<file path="config.mk">
export PLATFORM = sky130hd
export DESIGN_NAME = pattern_sequencer
export DESIGN_NICKNAME = d
export VERILOG_FILES = /design/src/rtl/pattern_sequencer.sv
export SDC_FILE = /design/constraint.sdc
export NUM_CORES = 1
export LEC_CHECK = 0
export ABC_AREA = 1
export CAP_MARGIN = 20
export CELL_PAD_IN_SITES_DETAIL_PLACEMENT = 1
export CELL_PAD_IN_SITES_GLOBAL_PLACEMENT = 1
export CORE_MARGIN = 5
export CORE_UTILIZATION = 31
export CTS_CLUSTER_SIZE = 24
export DETAILED_ROUTE_END_ITERATION = 8
export PLACE_DENSITY = 0.85
export SLEW_MARGIN = 20
export SYNTH_ARGS = -nofsm -noshare
export SYNTH_HDL_FRONTEND = slang
export SYNTH_SLANG_ARGS = --single-unit
</file>
<file path="constraint.sdc">
create_clock -name CLK -period 1.49 [get_ports CLK]
set_input_delay 0.3725 -clock CLK [delete_from_list [all_inputs] [get_ports CLK]]
set_output_delay 0.3725 -clock CLK [all_outputs]
set_load 0.01 [all_outputs]
</file>
<file path="src/rtl/pattern_sequencer.sv">
// pattern_sequencer: record/playback controller in front of a DEPTH x 4-bit SRAM.
// Record mode writes incoming pad codes to consecutive slots; play mode steps
// through the recorded slots, one step every TICKS_PER_STEP Tick pulses.
//
// Ports:
//   CLK, RST        clock, synchronous active-low reset
//   Key, KeyValid   pad code and its one-cycle strobe (recorded in RECORD only)
//   Rec/Play/Clr    one-cycle commands, honoured in IDLE only (Clr > Rec > Play)
//   Stop            leaves RECORD or PLAY
//   Tick            tempo strobe used in PLAY
//   Mem_Din/RW/Addr SRAM write data, write enable, address (registered)
//   Mem_Dout        combinational SRAM read of Mem_Addr
//   Note/NoteValid  played pad code and its one-cycle strobe
//   Length          number of recorded slots (4 bits: DEPTH = 16 reads back as 0)
//   Busy            controller not idle
module pattern_sequencer #(
    parameter int unsigned DEPTH          = 12,
    parameter int unsigned TICKS_PER_STEP = 4
) (
    input  logic       CLK,
    input  logic       RST,
    input  logic [3:0] Key,
    input  logic       KeyValid,
    input  logic       Rec,
    input  logic       Play,
    input  logic       Clr,
    input  logic       Stop,
    input  logic       Tick,
    output logic [3:0] Mem_Din,
    output logic       Mem_RW,
    output logic [3:0] Mem_Addr,
    input  logic [3:0] Mem_Dout,
    output logic [3:0] Note,
    output logic       NoteValid,
    output logic [3:0] Length,
    output logic       Busy
);

    localparam int unsigned CW = (TICKS_PER_STEP > 1) ? $clog2(TICKS_PER_STEP) : 1;
    localparam logic [3:0]    LAST_ADDR = 4'(DEPTH - 1);
    localparam logic [3:0]    FULL_LEN  = 4'(DEPTH);
    localparam logic [CW-1:0] CNT_LAST  = CW'(TICKS_PER_STEP - 1);

    typedef enum logic [1:0] {
        ST_IDLE,
        ST_RECORD,
        ST_PLAY,
        ST_CLEAR
    } state_t;

    state_t        state, state_nxt;
    logic [CW-1:0] tick_cnt, tick_cnt_nxt;
    logic          stop_pend, stop_pend_nxt;
    logic [3:0]    din_nxt, addr_nxt, note_nxt, len_nxt;
    logic          rw_nxt, nv_nxt, busy_nxt;

    // State and output registers.
    always_ff @(posedge CLK) begin
        if (!RST) begin
            state     <= ST_IDLE;
            tick_cnt  <= '0;
            stop_pend <= 1'b0;
            Mem_Din   <= 4'd0;
            Mem_RW    <= 1'b0;
            Mem_Addr  <= 4'd0;
            Note      <= 4'd0;
            NoteValid <= 1'b0;
            Length    <= 4'd0;
            Busy      <= 1'b0;
        end else begin
            state     <= state_nxt;
            tick_cnt  <= tick_cnt_nxt;
            stop_pend <= stop_pend_nxt;
            Mem_Din   <= din_nxt;
            Mem_RW    <= rw_nxt;
            Mem_Addr  <= addr_nxt;
            Note      <= note_nxt;
            NoteValid <= nv_nxt;
            Length    <= len_nxt;
            Busy      <= busy_nxt;
        end
    end

    // Next-state and next-output logic.
    always_comb begin
        state_nxt     = state;
        tick_cnt_nxt  = tick_cnt;
        stop_pend_nxt = stop_pend;
        din_nxt       = Mem_Din;
        rw_nxt        = 1'b0;
        addr_nxt      = Mem_Addr;
        note_nxt      = Note;
        nv_nxt        = 1'b0;
        len_nxt       = Length;

        case (state)
            ST_IDLE: begin
                stop_pend_nxt = 1'b0;
                if (Clr) begin
                    state_nxt = ST_CLEAR;
                    rw_nxt    = 1'b1;
                    din_nxt   = 4'd0;
                    addr_nxt  = 4'd0;
                end else if (Rec) begin
                    state_nxt = ST_RECORD;
                    addr_nxt  = 4'd0;
                    len_nxt   = 4'd0;
                end else if (Play && (Length != 4'd0)) begin
                    state_nxt    = ST_PLAY;
                    addr_nxt     = 4'd0;
                    tick_cnt_nxt = '0;
                end
            end

            ST_RECORD: begin
                // A write driven this cycle completes at this edge.
                if (Mem_RW) begin
                    len_nxt  = Length + 4'd1;
                    addr_nxt = Mem_Addr + 4'd1;
                end
                if (Mem_RW && (Mem_Addr == LAST_ADDR)) begin
                    state_nxt     = ST_IDLE;
                    addr_nxt      = 4'd0;
                    len_nxt       = FULL_LEN;
                    stop_pend_nxt = 1'b0;
                end else if (stop_pend) begin
                    // Stop arrived with a key; that key's write just finished.
                    state_nxt     = ST_IDLE;
                    addr_nxt      = 4'd0;
                    stop_pend_nxt = 1'b0;
                end else if (KeyValid) begin
                    rw_nxt        = 1'b1;
                    din_nxt       = Key;
                    stop_pend_nxt = Stop;
                end else if (Stop) begin
                    state_nxt = ST_IDLE;
                    addr_nxt  = 4'd0;
                end
            end

            ST_PLAY: begin
                if (Stop) begin
                    state_nxt    = ST_IDLE;
                    addr_nxt     = 4'd0;
                    tick_cnt_nxt = '0;
                end else if (Tick) begin
                    if (tick_cnt == CNT_LAST) begin
                        tick_cnt_nxt = '0;
                        note_nxt     = Mem_Dout;
                        nv_nxt       = 1'b1;
                        addr_nxt     = (Mem_Addr == Length - 4'd1) ? 4'd0 : Mem_Addr + 4'd1;
                    end else begin
                        tick_cnt_nxt = tick_cnt + CW'(1);
                    end
                end
            end

            ST_CLEAR: begin
                if (Mem_Addr == LAST_ADDR) begin
                    state_nxt = ST_IDLE;
                    addr_nxt  = 4'd0;
                    len_nxt   = 4'd0;
                end else begin
                    rw_nxt   = 1'b1;
                    din_nxt  = 4'd0;
                    addr_nxt = Mem_Addr + 4'd1;
                end
            end

            default: state_nxt = ST_IDLE;
        endcase

        busy_nxt = (state_nxt != ST_IDLE);
    end

endmodule

</file>
-- Word level (Yosys, flattened, before mapping)
Index checks and enable logic that the tools add are counted.
Widths: inputs -> output; s select.
- input port bits: 16
- output and inout bits: 19
- logic and storage cells: 105
- bits in registers: 24
- bitwise logic cells: 4
- $add $sub $neg: 4
- muxes and demuxes: 53
- reduce and logical (&&, ||, !) cells: 14
- equal/unequal tests: 20
- operators with widths (operator ; count):
    $mux 4 ; 23
    $mux 2 ; 14
    $pmux 4 s3 ; 2
    $ne 2x2->1 const B ; 10
    $pmux 4 s4 ; 1
    $reduce_and 5->1 ; 2
    $mux 1 ; 9
    $ne 3x3->1 const B ; 3
    $add 4x1->4 const B ; 2
    $pmux 2 s4 ; 1
    $eq 2x2->1 const B ; 3
    $reduce_and 6->1 ; 1
    $reduce_bool 2->1 ; 3
    $eq 4x4->1 ; 1
    $eq 4x4->1 const B ; 1
    $ne 4x4->1 const B ; 1
    $not 1->1 ; 4
    $pmux 2 s2 ; 1
    $reduce_and 4->1 ; 1
    $reduce_bool 4->1 ; 1
    $reduce_or 4->1 ; 1
    $sub 4x1->4 const B ; 1
    $pmux 1 s3 ; 1
    $reduce_and 3->1 ; 1
    other kinds (6) ; 7

-- Logic depth before layout (Yosys ltp)
Gate-level depths: netlist (run 1).
- depth after elaboration: 7
- mapped depth: 12

-- Least setup slack after synthesis (run 1)
Ideal clock, no wire load.
- kind: reg-to-reg
- start point: register Length[0]
- end point: register Mem_Addr[1]
- buffers on the path: 0
- cell stages (with the launch flop): 13
- setup slack: -145 ps
- period minus slack after synthesis: 1635 ps
- arrival time: 1503 ps
- library setup time: 132 ps
- required time: 1358 ps
- path through: dfxtp_1 inv_1 ha_1 nand2_1 inv_1 nor2_1 nand2_1 nor2_1 nand3_1 nand3_1 nand2_1 nand2_1 a21oi_2
- longest elaborated chain between the ends: 7
- elaborated cells on any way between the ends: 11
- RTL lines (what ; RTL line ; RTL):
    start: declaration ; 35 ; output logic [3:0] Length,
    start signal: assignment ; 79 ; Length <= len_nxt;
    $sub 4x1->4 ; 151 ; addr_nxt = (Mem_Addr == Length - 4'd1) ? 4'd0 : Mem_Addr + 4'd1;
    $eq 4x4->1 ; 151 ;
    $mux 4 ; 151 ;
    $mux 4 ; 147 ; if (tick_cnt == CNT_LAST) begin
    $mux 4 ; 146 ; end else if (Tick) begin
    $mux 4 ; 142 ; if (Stop) begin
    $pmux 4 s4 ; 96 ; case (state)
    end signal: assignment ; 76 ; Mem_Addr <= addr_nxt;
    end: declaration ; 31 ; output logic [3:0] Mem_Addr,
Several ways; a longest one is shown, not always the timed one. The select of a mux whose other input is x is not followed.
A chain may end at the register's enable or synchronous reset.

-- Worst setup path after layout (run 1)
- start point: register Length[0]
- end point: register Mem_Addr[2]
The elaborated chain is that of the path after synthesis.

==> impl_metrics.csv, run 1 <==
group,metric,value,unit
status,status,"finished, violations left",
status,violations,"negative setup slack",
sta,grt_setup_unrepaired,"yes",
job,cap_violations,0,
routing,routed_wl,8060,um
setup_path,critPathMaxStageDelay,0.39,ns
setup_path,crit_type,"flop to flop",
cts,cts_buffer_depth,2,
cts,hold_buffers,0,
global_routing,grt_overflow,0,
finish,diodes,0,
sta,finClkSkew,0.00971,ns
sta,setup_viol,19,
cts,path_clk_slew,0.10,ns
cts,cts_tree,"done",
yosys,yosysSeqAreaShare,31.0,%
routing,remaining_drc_errors,0,
yosys,synth_simple_gate_area_share,33.4,%
finish,fillers,553,
routing,drt_iter0_drc,110,
pwr,p_switching,0.978,mW
finish,fin_area,2690,um^2
pwr,p_int,1.38,mW
yosys,synth.top_cell.area_share,31.0,%
yosys,synth_largest_area_cell,"dfxtp_1",
routing,via_per_inst,5.25,
cts,htreeDepth,1,
global_routing,grt_max_degree,14,
pwr,pwr_density_cell,877,nW/um^2
place,gp_congestion,0.868,
yosys,synth_compound_area_share,16.2,%
floorplanning,num_rows,25,
finish,area_growth,73.7,%
routing,wl_per_cell,21.2,um
place,port_buffers,34,
setup_path,critPathSlowestCell,"dfxtp_4",
place,pre_cts_slack,-0.307,ns
sta,period_share,111,%
hold_path,whs_path_depth,2,
yosys,ys_ff_latch,24,
setup_path,cp.required,1.66,ns
place,placed_area,2280,um^2
sta,fin_ws,-0.169,ns
sta,hold_violations,0,
pwr,netSwitchingFraction,41.5,%
finish,drive_gt1_share,45.5,%
finish,regArea,500,um^2
sta,slew_headroom,76.2,%
pwr,ir_drop,0.740,mV
yosys,syn_avg_cell_area,6.79,um^2
setup_path,cp_cell_sequence,"inv_6, ha_4, nor2_2, nor2_2, nand2_1, nor2_2, nand3_2, nand3_2, nand2_1, nand2_1, a21oi_1",
routing,ant_nets,0,
cts,clock-sinks,24,
finish,final_util,56.2,%
yosys,synth_warnings,0,
pwr,clockPowerShare,18.8,%
yosys,synth_top_family_by_area,"simple AND/OR/NAND/NOR gates",
floorplanning,dieArea,6510,um^2
yosys,synth_area_leaders,"dfxtp_1 31%, nand2_1 15%, ha_1 8.9%",
cts,clock_latency,0.29,ns
setup_path,cp-start-kind,"flop",
pwr,pwr-share-seq,31.1,%
floorplanning,core_area,4790,um^2
yosys,netlist_area,1550,um^2
yosys,synthesis.nets,255,
sta,min_period,1.66,ns
cts,cts_buffers,3,
setup_path,critPathMaxFanout,4,
finish,nets,342,
sta,max_freq,603,MHz
floorplanning,pin_count,35,
routing,dr_total_vias,2000,
pwr,p_leak,1.34,nW
cts,clockRootBuffer,"clkbuf_8",
global_routing,grt_pass1_wl,10100,um
floorplanning,dieHeight,80.7,um
place,place_hpwl,4310,um
setup_path,cp-end-kind,"flop",
pwr,pwr-share-comb,50.1,%
yosys,synthMuxAreaShare,0,%
yosys,synthAdderAreaFrac,8.89,%
hold_path,min-delay-path-class,"flop to flop",
finish,multi_input_area,1220,um^2
global_routing,grtUsageTotal,20.1,%
floorplanning,start_util,32.4,%
yosys,post_synth_num_cell_types,30,
floorplanning,die_w,80.7,um
global_routing,antenna_found_initial,0,
routing,firstDrtPassIters,4,
setup_path,reg2regPathDepth,11,
sta,worst_pin_slew,0.357,ns
yosys,synth_xor_area_share,1.70,%
global_routing,first_global_vias,2129,
yosys,synth_cells,228,
sta,slew_violations,0,
setup_path,crit_arrival,1.83,ns
-- power groups by stage --
stage	combinational, mW	sequential (mW)	clock (mW)
final	1.18	0.735	0.443
after global routing	1.25	0.740	0.467
after CTS	0.946	0.723	0.420
after floorplan	0.416	0.746	0
after global placement	0.800	0.722	0
after detailed placement	0.839	0.725	0
-- sequential cells by signal, indices dropped and copies added (netlist names) --
| signal | flops |
|---|---|
| Note | 4 |
| Mem_RW | 1 |
| Mem_Addr | 4 |
| state | 2 |
| Mem_Din | 4 |
| tick_cnt | 2 |
| Busy | 1 |
| stop_pend | 1 |
| Length | 4 |
| NoteValid | 1 |
-- cells in the final DEF, fill, tap and decap left out, types with 2 or more instances in the layout --
cell type / count
ha_4: 6
dfxtp_1: 14
a21oi_1: 10
ha_1: 4
nor2_1: 14
nand3_4: 2
nand2_4: 6
inv_2: 9
nand2_1: 46
clkbuf_8: 3
inv_1: 18
nand3_2: 7
nor2_2: 5
clkdlybuf4s50_1: 12
nor2_4: 6
dfxtp_4: 3
nand3_1: 8
o21ai_2: 3
o211ai_1: 3
nand2_2: 13
o21ai_0: 5
xor2_1: 2
buf_6: 3
dfxtp_2: 7
nor3_1: 2
buf_4: 47
inv_4: 3
a21oi_2: 8
inv_6: 2
dlygate4sd2_1: 21
o21ai_1: 7
-- cell families (layout without fill, tap and decap cells) --
kind of cell               Yosys count  count (layout)
AOI/OAI and AO/OA                   42              42
xor gates and xnor gates             3               3
adders and majority gates           11              11
buffers and inverters               35             121
DFF                                 24              24
and+or+nand+nor                    113             113
-- worst max-delay path: cells and delay by family (launching register included) --
family	cells	cell delay [ns]
adder cells (fa/ha/maj)	1	0.29
AO/OA/AOI/OAI	1	0.07
AND/OR/NAND/NOR	8	0.75
buffers and inverters	1	0.05
flip-flops	1	0.39
-- final timing paths --
check,from,endpoint,slack [ns]
worst max register to register,Length[0],Mem_Addr[2],-0.17
worst min-delay path,tick_cnt[1],tick_cnt[1],0.51
worst min register to register,tick_cnt[1],tick_cnt[1],0.51
worst max-delay path,Length[0],Mem_Addr[2],-0.17
-- metal layers --
layer / vias to the layer above / track usage [%] / wire, um
met4: 0 / 7.09 / 405
li1: 905 / - / -
met1: 973 / 20.3 / 2810
met5: - / 0 / 0
met2: 84 / 40.3 / 4380
met3: 38 / 3.48 / 472
-- synth_stat cells, drive strengths merged --
| library cell | number |
|---|---|
| xor2 | 2 |
| a31oi | 1 |
| or2 | 2 |
| o2111ai | 1 |
| clkinv | 1 |
| nor3 | 3 |
| a211oi | 2 |
| o211ai | 3 |
| xnor2 | 1 |
| inv | 32 |
| nand3 | 17 |
| nor2 | 25 |
| a21oi | 19 |
| buf | 2 |
| o21ai | 16 |
| ha | 11 |
| nand4 | 1 |
| dfxtp | 24 |
| nand2 | 65 |
-- area by class of cell --
class | count | area share (%)
inverters | 33 | 5.30
repair buffers | 84 | 26.1
clock buffers | 4 | 1.67
multi-input cells | 169 | 45.2
well taps | 67 | 3.11
flip-flops and latches | 24 | 18.6
-- per-stage QoR --
stage | std cells | TNS (ns) | hold WS (ns) | total power, mW
CTS | 379 | -0.373 | 0.482 | 2.09
finish | 381 | -1.21 | 0.507 | 2.36
global route | 381 | -2.55 | 0.533 | 2.46
detailed placement | 366 | -5.56 | 0.480 | 1.56
global placement | 366 | -4.43 | 0.460 | 1.52
floorplan | 228 | 0 | 0.447 | 1.16
-- repair_timing --
item / 4_1_cts / 5_1_grt
pin swaps: 28 / 35
resized for setup: 66 / 47
endpoints found under the setup margin: 40 / 20
endpoints found under the hold margin: 0 / 0
setup buffers: 9 / 2
Note: power is estimated with default switching activity, not from simulation.
==> inputs of run 2 (changes only) <==
--- a/config.mk
+++ b/config.mk
@@ -9,6 +9,7 @@
 export CAP_MARGIN = 20
 export CELL_PAD_IN_SITES_DETAIL_PLACEMENT = 1
 export CELL_PAD_IN_SITES_GLOBAL_PLACEMENT = 1
+export CORE_ASPECT_RATIO = 0.5
 export CORE_MARGIN = 5
 export CORE_UTILIZATION = 31
 export CTS_CLUSTER_SIZE = 24
==> run 2 against run 1 <==
Net effect: the flow still finishes with violations (negative setup slack); hold slack worse by 0.014 ns; first-iteration DRC count shrank 1.8%; global-route usage up 3.8 points; total power is 4.5% higher; worst setup slack got worse by 0.089 ns; largest power group unchanged.
==> impl_metrics.csv, run 2 (synthesized netlist as in run 1, its figures left out) <==
group,metric,value,unit
status,status,"finished, violations left",
status,violations,"negative setup slack",
pwr,pwr_density_cell,871,nW/um^2
routing,routed_wl,8330,um
cts,htreeDepth,1,
hold_path,min-delay-start,"tick_cnt[1]",
finish,multi_input_area,1310,um^2
floorplanning,start_util,31.7,%
finish,nets,345,
routing,wl_met1,3610,um
finish,diodes,0,
finish,area_growth,82.6,%
setup_path,critPathMaxFanout,5,
sta,grt_setup_unrepaired,"yes",
routing,wl_per_cell,21.5,um
setup_path,critPathTopFamily,"simple AND/OR/NAND/NOR gates",
cts,clock_latency,0.29,ns
routing,remaining_drc_errors,0,
cts,cts_buffers,3,
routing,via_per_inst,5.25,
routing,drt_iter0_drc,108,
cts,cts_tree,"done",
sta,finClkSkew,0.00871,ns
setup_path,reg2reg_from,"Mem_Addr[0]",
setup_path,cp-end-kind,"flop",
hold_path,min-delay-path-class,"flop to flop",
global_routing,grt_overflow,0,
global_routing,first_global_vias,2255,
setup_path,cp-start-kind,"flop",
global_routing,antenna_found_initial,0,
setup_path,critPathMaxStageDelay,0.38,ns
cts,cts_buffer_depth,2,
cts,clockRootBuffer,"clkbuf_8",
sta,period_share,117,%
floorplanning,dieArea,6600,um^2
sta,worst_pin_slew,0.456,ns
floorplanning,pin_count,35,
sta,fin_ws,-0.258,ns
routing,ant_nets,0,
setup_path,cp.required,1.72,ns
finish,post_layout_nonfiller_instances,387,
sta,slew_headroom,69.6,%
finish,final_common_cell,"buf_4",
place,place_hpwl,4440,um
setup_path,cp_common_cell,"nor2_4",
floorplanning,die_w,110,um
sta,setup_viol,17,
floorplanning,dieHeight,60.0,um
hold_path,whs_path_depth,2,
finish,fillers,584,
routing,firstDrtPassIters,4,
routing,wl_met2,3990,um
setup_path,crit_type,"flop to flop",
hold_path,whs_endpoint,"tick_cnt[1]",
cts,hold_buffers,0,
global_routing,grtUsageTotal,23.9,%
cts,clock-sinks,24,
sta,min_period,1.75,ns
pwr,p_leak,1.37,nW
sta,slew_violations,0,
sta,hold_violations,0,
floorplanning,num_rows,18,
setup_path,reg2regPathDepth,9,
setup_path,crit_arrival,1.98,ns
routing,dr_total_vias,2033,
job,cap_violations,0,
sta,max_freq,572,MHz
setup_path,reg2reg_slack,-0.26,ns
setup_path,cp.buffers_inverters,0,
routing,top_layer,"met4",
place,gp_congestion,0.832,
cts,path_clk_slew,0.10,ns
finish,final_cell_mix,"48 x buf_4, 42 x nand2_1, 19 x dlygate4sd2_1",
setup_path,critPathSlowestCell,"dfxtp_4",
finish,drive_gt1_share,51.1,%
global_routing,grt_pass1_wl,11900,um
place,placedCellCount,370,
setup_path,r2r-end,"Length[3]",
setup_path,cp_cell_sequence,"ha_4, nand2_4, nor2_4, nor2_4, a21oi_2, nand2_2, nor2_4, nand2_1, a21oi_2",
place,port_buffers,34,
pwr,ir_drop,0.571,mV
routing,route.met3.wl,347,um
global_routing,grt_max_degree,14,
place,pre_cts_slack,-0.436,ns
finish,regArea,507,um^2
floorplanning,core_area,4890,um^2
==> run 2: cell count changes in the layout (fill, tap and decap cells not counted), moves of 3 or more <==
| cell | delta |
|---|---|
| nand2_1 | -4 |
| inv_4 | +3 |
| dfxtp_2 | -4 |
| a21oi_2 | +8 |
| a21oi_1 | -8 |
| dfxtp_4 | +3 |
| nand3_1 | -3 |
==> run 2: how the worst max path moves through the flow <==
stage / start / end / slack [ns] / depth (start not counted)
CTS: Mem_Addr[0] / Length[3] / -0.08 / 9
global placement: Stop / Note[0] / -0.26 / 7
global route: Mem_Addr[0] / Length[1] / -0.31 / 9
floorplan: state[1] / Mem_Addr[3] / 0.03 / 12
detailed placement: Stop / Mem_Addr[2] / -0.44 / 9
finish: Mem_Addr[0] / Length[3] / -0.26 / 9
==> run 2: stage by stage <==
stage                     setup TNS (ns)  instance area [um^2]  power, mW  utilization [%]  hold slack [ns]
after floorplan                        0                  1570       1.16                -            0.447
after global placement             -4.60                  2290       1.52             46.8            0.462
after detailed placement           -6.24                  2290       1.57             46.8            0.479
after CTS                         -0.600                  2630       2.24             53.8            0.493
after global routing               -3.39                  2830       2.55             57.9            0.505
final                              -2.32                  2830       2.47             57.9            0.493
==> run 2: what timing repair did <==
action,4_1_cts,5_1_grt
pin swaps,21,24
setup endpoints to repair,41,24
resized for setup,90,50
setup buffers,7,7
==> run 2: power breakdown <==
part | switching [mW] | leakage (nW) | internal, mW | total, mW
combinational | 0.726 | 1.14 | 0.521 | 1.25
sequential | 0.0449 | 0.201 | 0.684 | 0.729
clock | 0.252 | 0.0288 | 0.238 | 0.490
==> run 2: layout make-up <==
| type | count | area share, % |
|---|---|---|
| tap | 70 | 3.10 |
| multi-input combinational | 169 | 46.4 |
| clock buffer | 4 | 1.95 |
| timing repair buffer | 87 | 25.6 |
| sequential | 24 | 17.9 |
| inverter | 33 | 5.13 |
==> run 2: worst reg2reg max path: cells and delay by family, from the launching register on <==
family,cells,cell delay (ns)
and+or+nand+nor,6,0.81
DFF,1,0.38
AOI/OAI and AO/OA,2,0.35
adders and majority gates,1,0.15
==> run 2: per-layer routing <==
| layer | track usage, % | up-vias |
|---|---|---|
| met1 | 27.9 | 1007 |
| met2 | 42.8 | 81 |
| li1 | - | 909 |
| met3 | 5.29 | 36 |
| met5 | 0 | - |
| met4 | 10.3 | 0 |
